File: config.mk
export PLATFORM = sky130hd
export DESIGN_NAME = addsub_multicycle_flat
export DESIGN_NICKNAME = d
export VERILOG_FILES = /design/src/rtl/addsub_multicycle_if.sv /design/src/rtl/addsub_multicycle.sv /design/src/flat_wrapper.sv
export SDC_FILE = /design/constraint.sdc
export NUM_CORES = 1
export LEC_CHECK = 0
export CORE_ASPECT_RATIO = 1.2
export CORE_UTILIZATION = 55
export CTS_CLUSTER_SIZE = 40
export DETAILED_ROUTE_END_ITERATION = 6
export PLACE_DENSITY = 0.85
export SYNTH_ARGS = -nofsm -noshare
export SYNTH_HDL_FRONTEND = slang
export SYNTH_SLANG_ARGS = --single-unit
File: constraint.sdc
create_clock -name clk -period 5.13 [get_ports clk]
set_input_delay 0.7695 -clock clk [delete_from_list [all_inputs] [get_ports clk]]
set_output_delay 0.7695 -clock clk [all_outputs]
set_load 0.005 [all_outputs]
File: src/rtl/addsub_multicycle_if.sv
// addsub_multicycle_if: operand/result handshake bundle for addsub_multicycle
//   master : drives in_valid, x, y, sub, cin, out_ready; samples in_ready and the result group
//   slave  : the adder; drives in_ready, out_valid, out, carry_out, overflow, zero, negative
interface addsub_multicycle_if #(parameter int WIDTH = 16);
    logic             in_valid;
    logic             in_ready;
    logic [WIDTH-1:0] x;
    logic [WIDTH-1:0] y;
    logic             sub;
    logic             cin;
    logic             out_valid;
    logic             out_ready;
    logic [WIDTH-1:0] out;
    logic             carry_out;
    logic             overflow;
    logic             zero;
    logic             negative;
    modport master (
        output in_valid, x, y, sub, cin, out_ready,
        input  in_ready, out_valid, out, carry_out, overflow, zero, negative
    );
    modport slave (
        input  in_valid, x, y, sub, cin, out_ready,
        output in_ready, out_valid, out, carry_out, overflow, zero, negative
    );
endinterface

File: src/rtl/addsub_multicycle.sv
// addsub_multicycle: WIDTH-bit add/subtract evaluated CHUNK bits per cycle, LSB slice first
//   clk   : rising-edge clock
//   rst_n : asynchronous active-low reset
//   bus   : slave side of addsub_multicycle_if (operand handshake in, result handshake out)
module addsub_multicycle #(
    parameter int WIDTH = 16,
    parameter int CHUNK = 4
) (
    input  logic                clk,
    input  logic                rst_n,
    addsub_multicycle_if.slave  bus
);
    localparam int NCH = WIDTH / CHUNK;
    localparam int CW  = NCH > 1 ? $clog2(NCH) : 1;

    if (CHUNK < 1 || WIDTH % CHUNK != 0) begin : g_bad_param
        $error("WIDTH must be a positive multiple of CHUNK");
    end

    typedef enum logic [1:0] {IDLE, RUN, DONE} state_t;

    state_t           r_state;
    logic [WIDTH-1:0] r_a;
    logic [WIDTH-1:0] r_b;
    logic [WIDTH-1:0] r_res;
    logic [CW-1:0]    r_cnt;
    logic             r_carry;
    logic             r_in_ready;
    logic             r_out_valid;
    logic             r_carry_out;
    logic             r_overflow;
    logic             r_zero;
    logic             r_negative;

    logic [CHUNK:0]         w_slice;
    logic [WIDTH+CHUNK-1:0] w_cat;
    logic [WIDTH-1:0]       w_res;
    logic                   w_msb_cin;
    logic                   w_last;

    // Operands shift right each cycle so the active slice is always the low CHUNK bits.
    assign w_slice   = {1'b0, r_a[CHUNK-1:0]} + {1'b0, r_b[CHUNK-1:0]} + {{CHUNK{1'b0}}, r_carry};
    // Carry into the slice MSB recovered from the sum bit; on the final slice this is the carry into bit WIDTH-1.
    assign w_msb_cin = r_a[CHUNK-1] ^ r_b[CHUNK-1] ^ w_slice[CHUNK-1];
    // Result fills from the top: new slice enters at the MSB end, older slices move down.
    assign w_cat     = {w_slice[CHUNK-1:0], r_res};
    assign w_res     = w_cat[WIDTH+CHUNK-1:CHUNK];
    assign w_last    = r_cnt == CW'(NCH - 1);

    always_ff @(posedge clk or negedge rst_n) begin
        if (!rst_n) begin
            r_state     <= IDLE;
            r_a         <= '0;
            r_b         <= '0;
            r_res       <= '0;
            r_cnt       <= '0;
            r_carry     <= 1'b0;
            r_in_ready  <= 1'b1;
            r_out_valid <= 1'b0;
            r_carry_out <= 1'b0;
            r_overflow  <= 1'b0;
            r_zero      <= 1'b0;
            r_negative  <= 1'b0;
        end else begin
            case (r_state)
                IDLE: if (bus.in_valid) begin
                    r_a        <= bus.x;
                    r_b        <= bus.sub ? ~bus.y : bus.y;
                    r_carry    <= bus.cin;
                    r_in_ready <= 1'b0;
                    r_state    <= RUN;
                end
                RUN: begin
                    r_a     <= r_a >> CHUNK;
                    r_b     <= r_b >> CHUNK;
                    r_carry <= w_slice[CHUNK];
                    r_res   <= w_res;
                    if (w_last) begin
                        r_state     <= DONE;
                        r_out_valid <= 1'b1;
                        r_carry_out <= w_slice[CHUNK];
                        r_overflow  <= w_msb_cin ^ w_slice[CHUNK];
                        r_zero      <= w_res == '0;
                        r_negative  <= w_res[WIDTH-1];
                    end else begin
                        r_cnt <= r_cnt + CW'(1);
                    end
                end
                DONE: if (bus.out_ready) begin
                    r_state     <= IDLE;
                    r_out_valid <= 1'b0;
                    r_in_ready  <= 1'b1;
                    r_cnt       <= '0;
                    r_carry     <= 1'b0;
                end
                default: r_state <= IDLE;
            endcase
        end
    end

    assign bus.in_ready  = r_in_ready;
    assign bus.out_valid = r_out_valid;
    assign bus.out       = r_res;
    assign bus.carry_out = r_carry_out;
    assign bus.overflow  = r_overflow;
    assign bus.zero      = r_zero;
    assign bus.negative  = r_negative;
endmodule

File: src/flat_wrapper.sv
// flat-port wrapper written by rule: the top's interface ports become plain ports
module addsub_multicycle_flat 
#(
    parameter int WIDTH = 16,
    parameter int CHUNK = 4
)
  (clk, rst_n, bus_in_valid, bus_x, bus_y, bus_sub, bus_cin, bus_out_ready, bus_in_ready, bus_out_valid, bus_out, bus_carry_out, bus_overflow, bus_zero, bus_negative);
  addsub_multicycle_if #(.WIDTH(WIDTH)) bus_i ();
  input  logic clk;
  input  logic rst_n;
  input wire logic [$bits(bus_i.in_valid)-1:0] bus_in_valid;
  input wire logic [$bits(bus_i.x)-1:0] bus_x;
  input wire logic [$bits(bus_i.y)-1:0] bus_y;
  input wire logic [$bits(bus_i.sub)-1:0] bus_sub;
  input wire logic [$bits(bus_i.cin)-1:0] bus_cin;
  input wire logic [$bits(bus_i.out_ready)-1:0] bus_out_ready;
  output wire logic [$bits(bus_i.in_ready)-1:0] bus_in_ready;
  output wire logic [$bits(bus_i.out_valid)-1:0] bus_out_valid;
  output wire logic [$bits(bus_i.out)-1:0] bus_out;
  output wire logic [$bits(bus_i.carry_out)-1:0] bus_carry_out;
  output wire logic [$bits(bus_i.overflow)-1:0] bus_overflow;
  output wire logic [$bits(bus_i.zero)-1:0] bus_zero;
  output wire logic [$bits(bus_i.negative)-1:0] bus_negative;
  assign bus_i.in_valid = bus_in_valid;
  assign bus_i.x = bus_x;
  assign bus_i.y = bus_y;
  assign bus_i.sub = bus_sub;
  assign bus_i.cin = bus_cin;
  assign bus_i.out_ready = bus_out_ready;
  assign bus_in_ready = bus_i.in_ready;
  assign bus_out_valid = bus_i.out_valid;
  assign bus_out = bus_i.out;
  assign bus_carry_out = bus_i.carry_out;
  assign bus_overflow = bus_i.overflow;
  assign bus_zero = bus_i.zero;
  assign bus_negative = bus_i.negative;
  addsub_multicycle #(.WIDTH(WIDTH), .CHUNK(CHUNK)) u_core (.clk(clk), .rst_n(rst_n), .bus(bus_i));
endmodule
# After elaboration in Yosys (flattened, before gate mapping)
# Index checks and enable logic that the tools add are counted.
[word_totals]
ff_bits = 59
out_inout_bits = 22
elab_cells = 58
[op_classes]
addsub = 3
eq_ne = 7
n_mux = 19
bitwise = 4
n_reduce_logical = 13
[op_table]
columns = ["operator", "count"]
rows = [
  ["$pmux 16 s2", 2],
  ["$mux 16", 3],
  ["$logic_not 16->1", 1],
  ["$not 16->16", 1],
  ["$reduce_and 3->1", 5],
  ["$mux 2", 4],
  ["$ne 2x2->1 const B", 3],
  ["$pmux 2 s3", 1],
  ["$reduce_bool 2->1", 3],
  ["$add 4x4->5", 1],
  ["$add 5x1->5", 1],
  ["$mux 1", 5],
  ["$eq 2x2->1 const B", 2],
  ["$pmux 1 s2", 2],
  ["$pmux 2 s2", 1],
  ["$reduce_and 2->1", 2],
  ["$pmux 1 s3", 1],
  ["$reduce_bool 3->1", 1],
  ["$xor 1x1->1", 3],
  ["$add 2x1->2 const B", 1],
  ["$eq 2x1->1 const B", 1],
  ["$logic_not 2->1", 1],
  ["$ne 2x1->1 const B", 1],
]

# Logic depth before layout (Yosys ltp)
# Gate-level depths: netlist of run 1.
[logic_depth]
depth_word = 4
depth_mapped = 9
ltp_nobuf = 6

# Worst setup path before layout of run 1
# OpenSTA, ideal clock, no wires.
[synth_path]
kind = "reg2reg"
from = "reg u_core.r_carry"
to = "reg u_core.r_carry"
setup_time_ps = 125
arrival_time_ps = 1988
t_required_ps = 5005
setup_slack_ps = 3017
stages_incl_launch_ff = 7
path_cell_list = "dfrtp_1 fa_1 fa_1 a21o_1 a21oi_1 o22ai_1 mux2_2"
[synth_via]
elab_chain_cells = 2
[synth_lines]
columns = ["element", "line_no", "text"]
rows = [
  ["start, declared", "addsub_multicycle.sv:27", "logic r_carry;"],
  ["start signal, assigned", "addsub_multicycle.sv:69", "r_carry <= bus.cin;"],
  ["start signal, assigned", "addsub_multicycle.sv:76", "r_carry <= w_slice[CHUNK];"],
  ["$add 5x1->5", "addsub_multicycle.sv:42", "assign w_slice = {1'b0, r_a[CHUNK-1:0]} + {1'b0, r_b[CHUNK-1:0]} + {{CHUNK{1'b0}}, r_carry};"],
  ["$pmux 1 s3", "addsub_multicycle.sv:65", "case (r_state)"],
]
# Every way passes these cells.
# A chain may end at the register's enable or synchronous reset.

# Worst setup path in the final report of run 1
[layout_path]
from = "reg u_core.r_state[1]"
to = "reg u_core.r_b[5]"
[layout_via]
elab_chain_cells = 3
word_cells_on_any_way = 6
[layout_lines]
columns = ["element", "line_no", "text"]
rows = [
  ["start, declared", "addsub_multicycle.sv:22", "state_t r_state;"],
  ["start signal, assigned", "addsub_multicycle.sv:52", "r_state <= IDLE;"],
  ["start signal, assigned", "addsub_multicycle.sv:71", "r_state <= RUN;"],
  ["start signal, assigned", "addsub_multicycle.sv:79", "r_state <= DONE;"],
  ["$eq 2x1->1 / $logic_not 2->1 (equally long branches)", "addsub_multicycle.sv:65", ""],
  ["$reduce_bool 2->1 (no line) / $ne 2x2->1 (equally long branches)", "-", ""],
  ["$reduce_and 2->1 (no line)", "-", ""],
  ["end signal, assigned", "addsub_multicycle.sv:68", "r_b <= bus.sub ? ~bus.y : bus.y;"],
  ["end signal, assigned", "addsub_multicycle.sv:75", "r_b <= r_b >> CHUNK;"],
  ["end, declared", "addsub_multicycle.sv:24", "logic [WIDTH-1:0] r_b;"],
]
# Parallel ways exist; a longest one is shown, timed or not.

==> flow_summary_export.csv, run 1 <==
group,metric,value,unit
floorplanning,start_util,58.3,%
detailed_routing,post_drt_wl_per_cell,14.3,um
yosys,synth-seq-cells,59,
timing,setup_violations,0,
cts,post_cts_resized,0,
timing,rsz0062_at_grt,"false",
yosys,synthesis.nets,328,
setup_path,cp-end-kind,"flip-flop",
global_routing,grt_start_max_net_pins,60,
setup_path,worstSetupStartpointType,"flip-flop",
cts,root_buffer,"clkbuf_8",
floorplanning,die_x,68.5,um
global_routing,grt_usage,24.3,%
timing,fin_crit_sh,47.1,%
cts,numCtsBuffers,9,
yosys,ys_types,34,
floorplanning,die_area,5600,um^2
setup_path,ff2ff_setup_slack,2.72,ns
global_routing,antenna_found_initial,0,
cts,cts_tree,"built",
detailed_routing,drcViolationCount,0,
finish,drive_gt1_share,11.7,%
hold_path,hold_path_class,"flip-flop to flip-flop",
detailed_routing,wl,5720,um
timing,final-hold-violation-count,0,
timing,skew,0.00378,ns
finish,num_antenna_cells,0,
floorplanning,die_y,81.8,um
global_routing,grt_pass1_wl,9700,um
yosys,yosys.area.top_type,"dfrtp_1",
setup_path,slowest_delay,0.85,ns
power_and_ir_drop,leakage,1.61,nW
floorplanning,row_count,28,
cts,clkLatencyLatePin,0.33,ns
floorplanning,design.core.area,5010,um^2
detailed_routing,postRouteAntennaNets,0,
timing,fmax,0.414,GHz
cts,clk_pin_slew,0.06,ns
detailed_routing,first_iter_violations,140,
place,dpl_cell_area,3510,um^2
finish,regArea,1480,um^2
setup_path,worstPathCellList,"inv_1, ha_2, buf_4, a21oi_4, nand2_1, o21ai_1",
cts,postCtsSetupRepairBufs,0,
cts,hold_buffers,0,
flow_run,maxCapViolCount,0,
timing,worst_pin_slew,1.01,ns
place,dp_hpwl,4040,um
cts,cts_max_level,3,
cts,clk_path_buf_depth,2,
detailed_routing,drt_pass1_iterations,4,
power_and_ir_drop,peakVddDrop,0.347,mV
timing,setup_tns,0,ns
yosys,synth.area.top_cells,"dfrtp_1 (50%), o21ai_1 (5.8%), mux2_2 (5.4%)",
finish,layout.nets,384,
yosys,synth_cells,280,
cts,cts.sinks,59,
global_routing,grt.overflow.total,0,
yosys,synthesis.area,2920,um^2
power_and_ir_drop,p_per_area,646,nW/um^2
timing,slew-limit-headroom,32.4,%
place,portBuffers,59,
detailed_routing,vias,2193,
finish,final_cell_area,3720,um^2
yosys,yosysTopAreaCellShare,49.7,%
setup_path,cp_data_required_time,5.39,ns
setup_path,slowest_stage,"a21oi_4",
detailed_routing,viasPerCell,5.47,
setup_path,path_class,"flip-flop to flip-flop",
outcome,status,"completed",
timing,slew_viol_final,0,
floorplanning,io_pins,60,
setup_path,critPathMaxFanout,48,
global_routing,grt_pass1_vias,2182,
finish,fill_cells,356,
finish,synthToLayoutAreaGrowth,27.4,%
yosys,postSynthAreaPerCell,10.4,um^2
setup_path,arrival,2.67,ns
finish,multi_input_area,1340,um^2
timing,period_needed,2.41,ns
place,routabilityCongestion,0.760,
yosys,seq_area_frac_synth,50.6,%
yosys,synth_warnings,0,
## worst max-delay path: cells and delay by family, from the launching register on
kind | cells | cell delay [ns]
flip-flops | 1 | 0.37
AND/OR/NAND/NOR | 1 | 0.15
buffers and inverters | 2 | 0.45
AO/OA/AOI/OAI | 2 | 0.96
adder cells (fa/ha/maj) | 1 | 0.37
## sequential cells by signal, indices dropped and copies added, names as in the netlist
name / cells
u_core.r_cnt: 2
u_core.r_b: 16
u_core.bus.out_valid: 1
u_core.bus.zero: 1
u_core.bus.in_ready: 1
u_core.r_carry: 1
u_core.bus.out: 16
u_core.bus.overflow: 1
u_core.bus.carry_out: 1
u_core.bus.negative: 1
u_core.r_state: 2
u_core.r_a: 16
## where the power goes
group	switching, mW	internal (mW)	leakage [nW]	total [mW]
registers	0.164	0.690	0.730	0.855
clock network	0.169	0.255	0.109	0.424
logic	0.568	0.556	0.768	1.12
total	0.901	1.50	1.61	2.40
## per-stage QoR
stage / utilization [%] / setup slack (ns) / hold slack (ns) / cells / power (mW)
floorplan: - / 3.02 / 0.454 / 280 / 1.65
global placement: 70.0 / 2.48 / 0.467 / 385 / 1.93
detailed placement: 70.0 / 2.40 / 0.476 / 385 / 1.99
CTS: 74.2 / 2.68 / 0.490 / 401 / 2.43
global route: 74.2 / 2.47 / 0.516 / 401 / 2.61
finish: 74.2 / 2.72 / 0.484 / 401 / 2.40
## layout make-up
cell class              instances  area share (%)
flip-flops and latches         59            39.7
multi-input cells             200            35.9
repair buffers                 61            16.2
clock buffers                  16            5.65
well taps                      60            2.02
inverters                       5           0.505
## final timing paths
kind | cells past startpoint | start | to
worst max-delay path | 6 | u_core.r_state[1]$_DFFE_PN0P_ | u_core.r_b[5]$_DFFE_PN0P_
worst min-delay path | 2 | u_core.bus.carry_out$_DFFE_PN0P_ | u_core.bus.carry_out$_DFFE_PN0P_
worst max register to register | 6 | u_core.r_state[1]$_DFFE_PN0P_ | u_core.r_b[5]$_DFFE_PN0P_
worst min register to register | 2 | u_core.bus.carry_out$_DFFE_PN0P_ | u_core.bus.carry_out$_DFFE_PN0P_
max in group asynchronous | 2 | rst_n | u_core.r_a[7]$_DFFE_PN0P_
min in group asynchronous | 2 | rst_n | u_core.bus.out[1]$_DFFE_PN0P_
## cells by family after synthesis
kind of cell | count (synthesis) | synth area share [%]
and+or+nand+nor | 71 | 10.4
AOI/OAI and AO/OA | 70 | 13.5
muxes | 30 | 11.1
buffers and inverters | 21 | 3.94
adders and majority gates | 10 | 4.80
xor gates and xnor gates | 19 | 5.70
DFF | 59 | 50.6
## synth_stat cells
master	instances
a21o_1	2
a21oi_1	17
a21oi_2	2
a22o_1	2
a22oi_1	8
a31oi_1	2
and2_1	1
buf_2	11
buf_4	2
buf_6	2
clkbuf_1	1
dfrtp_1	58
dfstp_2	1
fa_1	2
ha_1	8
inv_1	4
inv_2	1
mux2_1	4
mux2_2	14
mux2i_1	12
nand2_1	42
nand2_2	1
nand2b_1	2
nand3_1	2
nand4_1	1
nor2_1	18
nor4_1	2
nor4_2	1
o21ai_0	2
o21ai_1	34
o22ai_1	1
or4_4	1
xnor2_1	15
xor2_1	4
## cell usage in the layout, fill, tap and decap left out, types with 4 or more instances in the layout
cell type / count
clkbuf_8: 15
inv_1: 4
mux2_1: 4
o21ai_1: 34
mux2_2: 14
mux2i_1: 12
a22oi_1: 8
xor2_1: 4
nor2_1: 18
nand2_1: 42
a21oi_1: 17
ha_1: 7
clkdlybuf4s50_1: 58
xnor2_1: 15
dfrtp_1: 58
## routing by layer
layer	track usage, %	routed length, um	part of all wire [%]	vias to the layer above
met5	0	0	0	-
met4	8.33	17	0.30	0
met3	8.06	279	4.9	2
met2	40.7	3050	53	68
met1	28.8	2370	42	1044
li1	-	-	-	1079
No activity file was read; power rests on OpenSTA's default activity.
==> run 2: changes to the inputs <==
- CORE_UTILIZATION: 55 -> 51
- PLACE_DENSITY: 0.85 -> 0.8
- clock period: 5.13 -> 2.4 ns (I/O delays scaled with it)
==> flow_summary_export.csv, run 2 (synthesis results as in run 1) <==
group,metric,value,unit
finish,layout.nets,387,
cts,numCtsBuffers,9,
floorplanning,die_y,84.9,um
hold_path,hold_path_class,"primary input to async pin",
timing,worst_pin_slew,0.558,ns
setup_path,path_class,"flip-flop to flip-flop",
place,routabilityCongestion,0.743,
setup_path,slowest_stage,"fa_1",
setup_path,cp_data_required_time,2.62,ns
finish,final_cell_area,3740,um^2
cts,post_cts_resized,0,
setup_path,worstSetupStartpointType,"flip-flop",
cts,cts.sinks,59,
place,dpl_cell_area,3570,um^2
power_and_ir_drop,peakVddDrop,0.657,mV
power_and_ir_drop,combPwrFrac,49.0,%
cts,cts_tree,"built",
finish,synthToLayoutAreaGrowth,28.2,%
detailed_routing,drcViolationCount,6,
cts,clk_path_buf_depth,2,
floorplanning,row_count,29,
power_and_ir_drop,leakage,1.62,nW
finish,final_cell_mix,"clkdlybuf4s50_1 (58), dfrtp_1 (58), nand2_1 (42)",
timing,period_needed,2.25,ns
setup_path,cp-end-kind,"flip-flop",
timing,slew-limit-headroom,62.8,%
setup_path,worstPathCellList,"fa_1, fa_1, a21o_1, a21oi_1, o22ai_1, mux2_2",
power_and_ir_drop,p_per_area,1360,nW/um^2
outcome,failed_checks,"DRC",
place,dp_hpwl,4020,um
timing,layout_setup_ws,0.155,ns
timing,rsz0062_at_grt,"false",
cts,root_buffer,"clkbuf_8",
timing,final-hold-violation-count,0,
setup_path,ff2ff_setup_slack,0.15,ns
detailed_routing,post_drt_wl_per_cell,13.8,um
detailed_routing,viasPerCell,5.34,
setup_path,path_delay_family,"adder cells",
finish,num_antenna_cells,0,
timing,fmax,0.445,GHz
global_routing,antenna_found_initial,0,
setup_path,arrival,2.46,ns
cts,clkLatencyLatePin,0.33,ns
cts,postCtsSetupRepairBufs,0,
setup_path,crit_buf_inv,0,
global_routing,grt_pass1_vias,2141,
finish,fill_cells,411,
detailed_routing,wl,5620,um
power_and_ir_drop,seq_power_share,35.7,%
cts,cts_max_level,3,
timing,fin_crit_sh,93.6,%
cts,clk_pin_slew,0.06,ns
timing,slew_viol_final,0,
floorplanning,start_util,54.0,%
global_routing,grt_start_max_net_pins,53,
flow_run,maxCapViolCount,0,
global_routing,grt.overflow.total,0,
global_routing,grt_pass1_wl,9840,um
finish,drive_gt1_share,11.9,%
outcome,status,"complete, but fails checks",
detailed_routing,vias,2169,
power_and_ir_drop,p_int,3.17,mW
setup_path,critPathMaxFanout,3,
floorplanning,die_area,6030,um^2
detailed_routing,postRouteAntennaNets,0,
timing,skew,0.00633,ns
setup_path,crit_top_cell,"fa_1",
place,preCtsSetupSlack,0.150,ns
floorplanning,design.core.area,5410,um^2
power_and_ir_drop,clkPwrFrac,15.4,%
global_routing,grt_usage,21.2,%
floorplanning,die_x,71.1,um
setup_path,slowest_delay,0.46,ns
place,portBuffers,59,
power_and_ir_drop,p_switching,1.93,mW
cts,hold_buffers,0,
detailed_routing,first_iter_violations,143,
power_and_ir_drop,sw_frac_of_total,37.8,%
timing,setup_tns,0,ns
timing,setup_violations,0,
detailed_routing,drt_pass1_iterations,7,
floorplanning,io_pins,60,
-- run 2: cell types whose count changed in the layout (fill, tap and decap cells not counted) --
cell | before | now
clkbuf_8 | 15 | 11
buf_12 | 0 | 3
clkbuf_1 | 1 | 3
clkinv_2 | 0 | 2
-- run 2: power by group through the flow --
| stage | registers, mW | logic (mW) | clock network, mW |
|---|---|---|---|
| after floorplan | 1.76 | 1.77 | 0 |
| final | 1.82 | 2.50 | 0.785 |
| after global routing | 1.88 | 2.79 | 0.856 |
| after detailed placement | 1.84 | 2.52 | 0 |
| after CTS | 1.82 | 2.52 | 0.807 |
| after global placement | 1.81 | 2.42 | 0 |
-- run 2: worst register-to-register path, cell delays in order (launching register included) --
cell and delay [ns]:
dfrtp_1 0.40, fa_1 0.46, fa_1 0.41, a21o_1 0.19, a21oi_1 0.26, o22ai_1 0.13, mux2_2 0.28
-- run 2: path summary, 6_finish.rpt --
check	startpoint	cells past startpoint	end
max reg2reg	u_core.r_carry$_DFFE_PN0P_	6	u_core.r_carry$_DFFE_PN0P_
min	rst_n	1	u_core.bus.out[5]$_DFFE_PN0P_
max in group asynchronous	rst_n	2	u_core.r_b[12]$_DFFE_PN0P_
min reg2reg	u_core.r_a[10]$_DFFE_PN0P_	2	u_core.r_a[10]$_DFFE_PN0P_
max	u_core.r_carry$_DFFE_PN0P_	6	u_core.r_carry$_DFFE_PN0P_
min in group clk	u_core.r_a[10]$_DFFE_PN0P_	2	u_core.r_a[10]$_DFFE_PN0P_
-- run 2: layer usage --
metal / global-route usage (%) / up-vias / wire [um]
met5: 0 / - / 0
li1: - / 1082 / -
met4: 9.09 / 0 / 109
met1: 25.5 / 1016 / 2430
met3: 4.99 / 8 / 234
met2: 36.5 / 63 / 2840
-- run 2: layout make-up --
cell class	instances	area [um^2]	area share [%]
Multi-Input combinational cell	200	1340	35.7
Clock inverter	2	10.0	0.267
Timing Repair Buffer	64	661	17.6
Clock buffer	14	163	4.34
Inverter	5	18.8	0.501
Tap cell	62	77.6	2.07
Sequential cell	59	1480	39.5
-- run 2: metrics by stage --
step,total power [mW],utilization (%),hold WS [ns],instances
6_report,5.10,69.2,0.0187,406
4_1_cts,5.15,69.2,0.0179,406
2_1_floorplan,3.53,-,0.0644,280
3_5_place_dp,4.36,66.0,0.381,390
3_3_place_gp,4.24,66.0,0.374,390
5_1_grt,5.52,69.2,0.0641,406
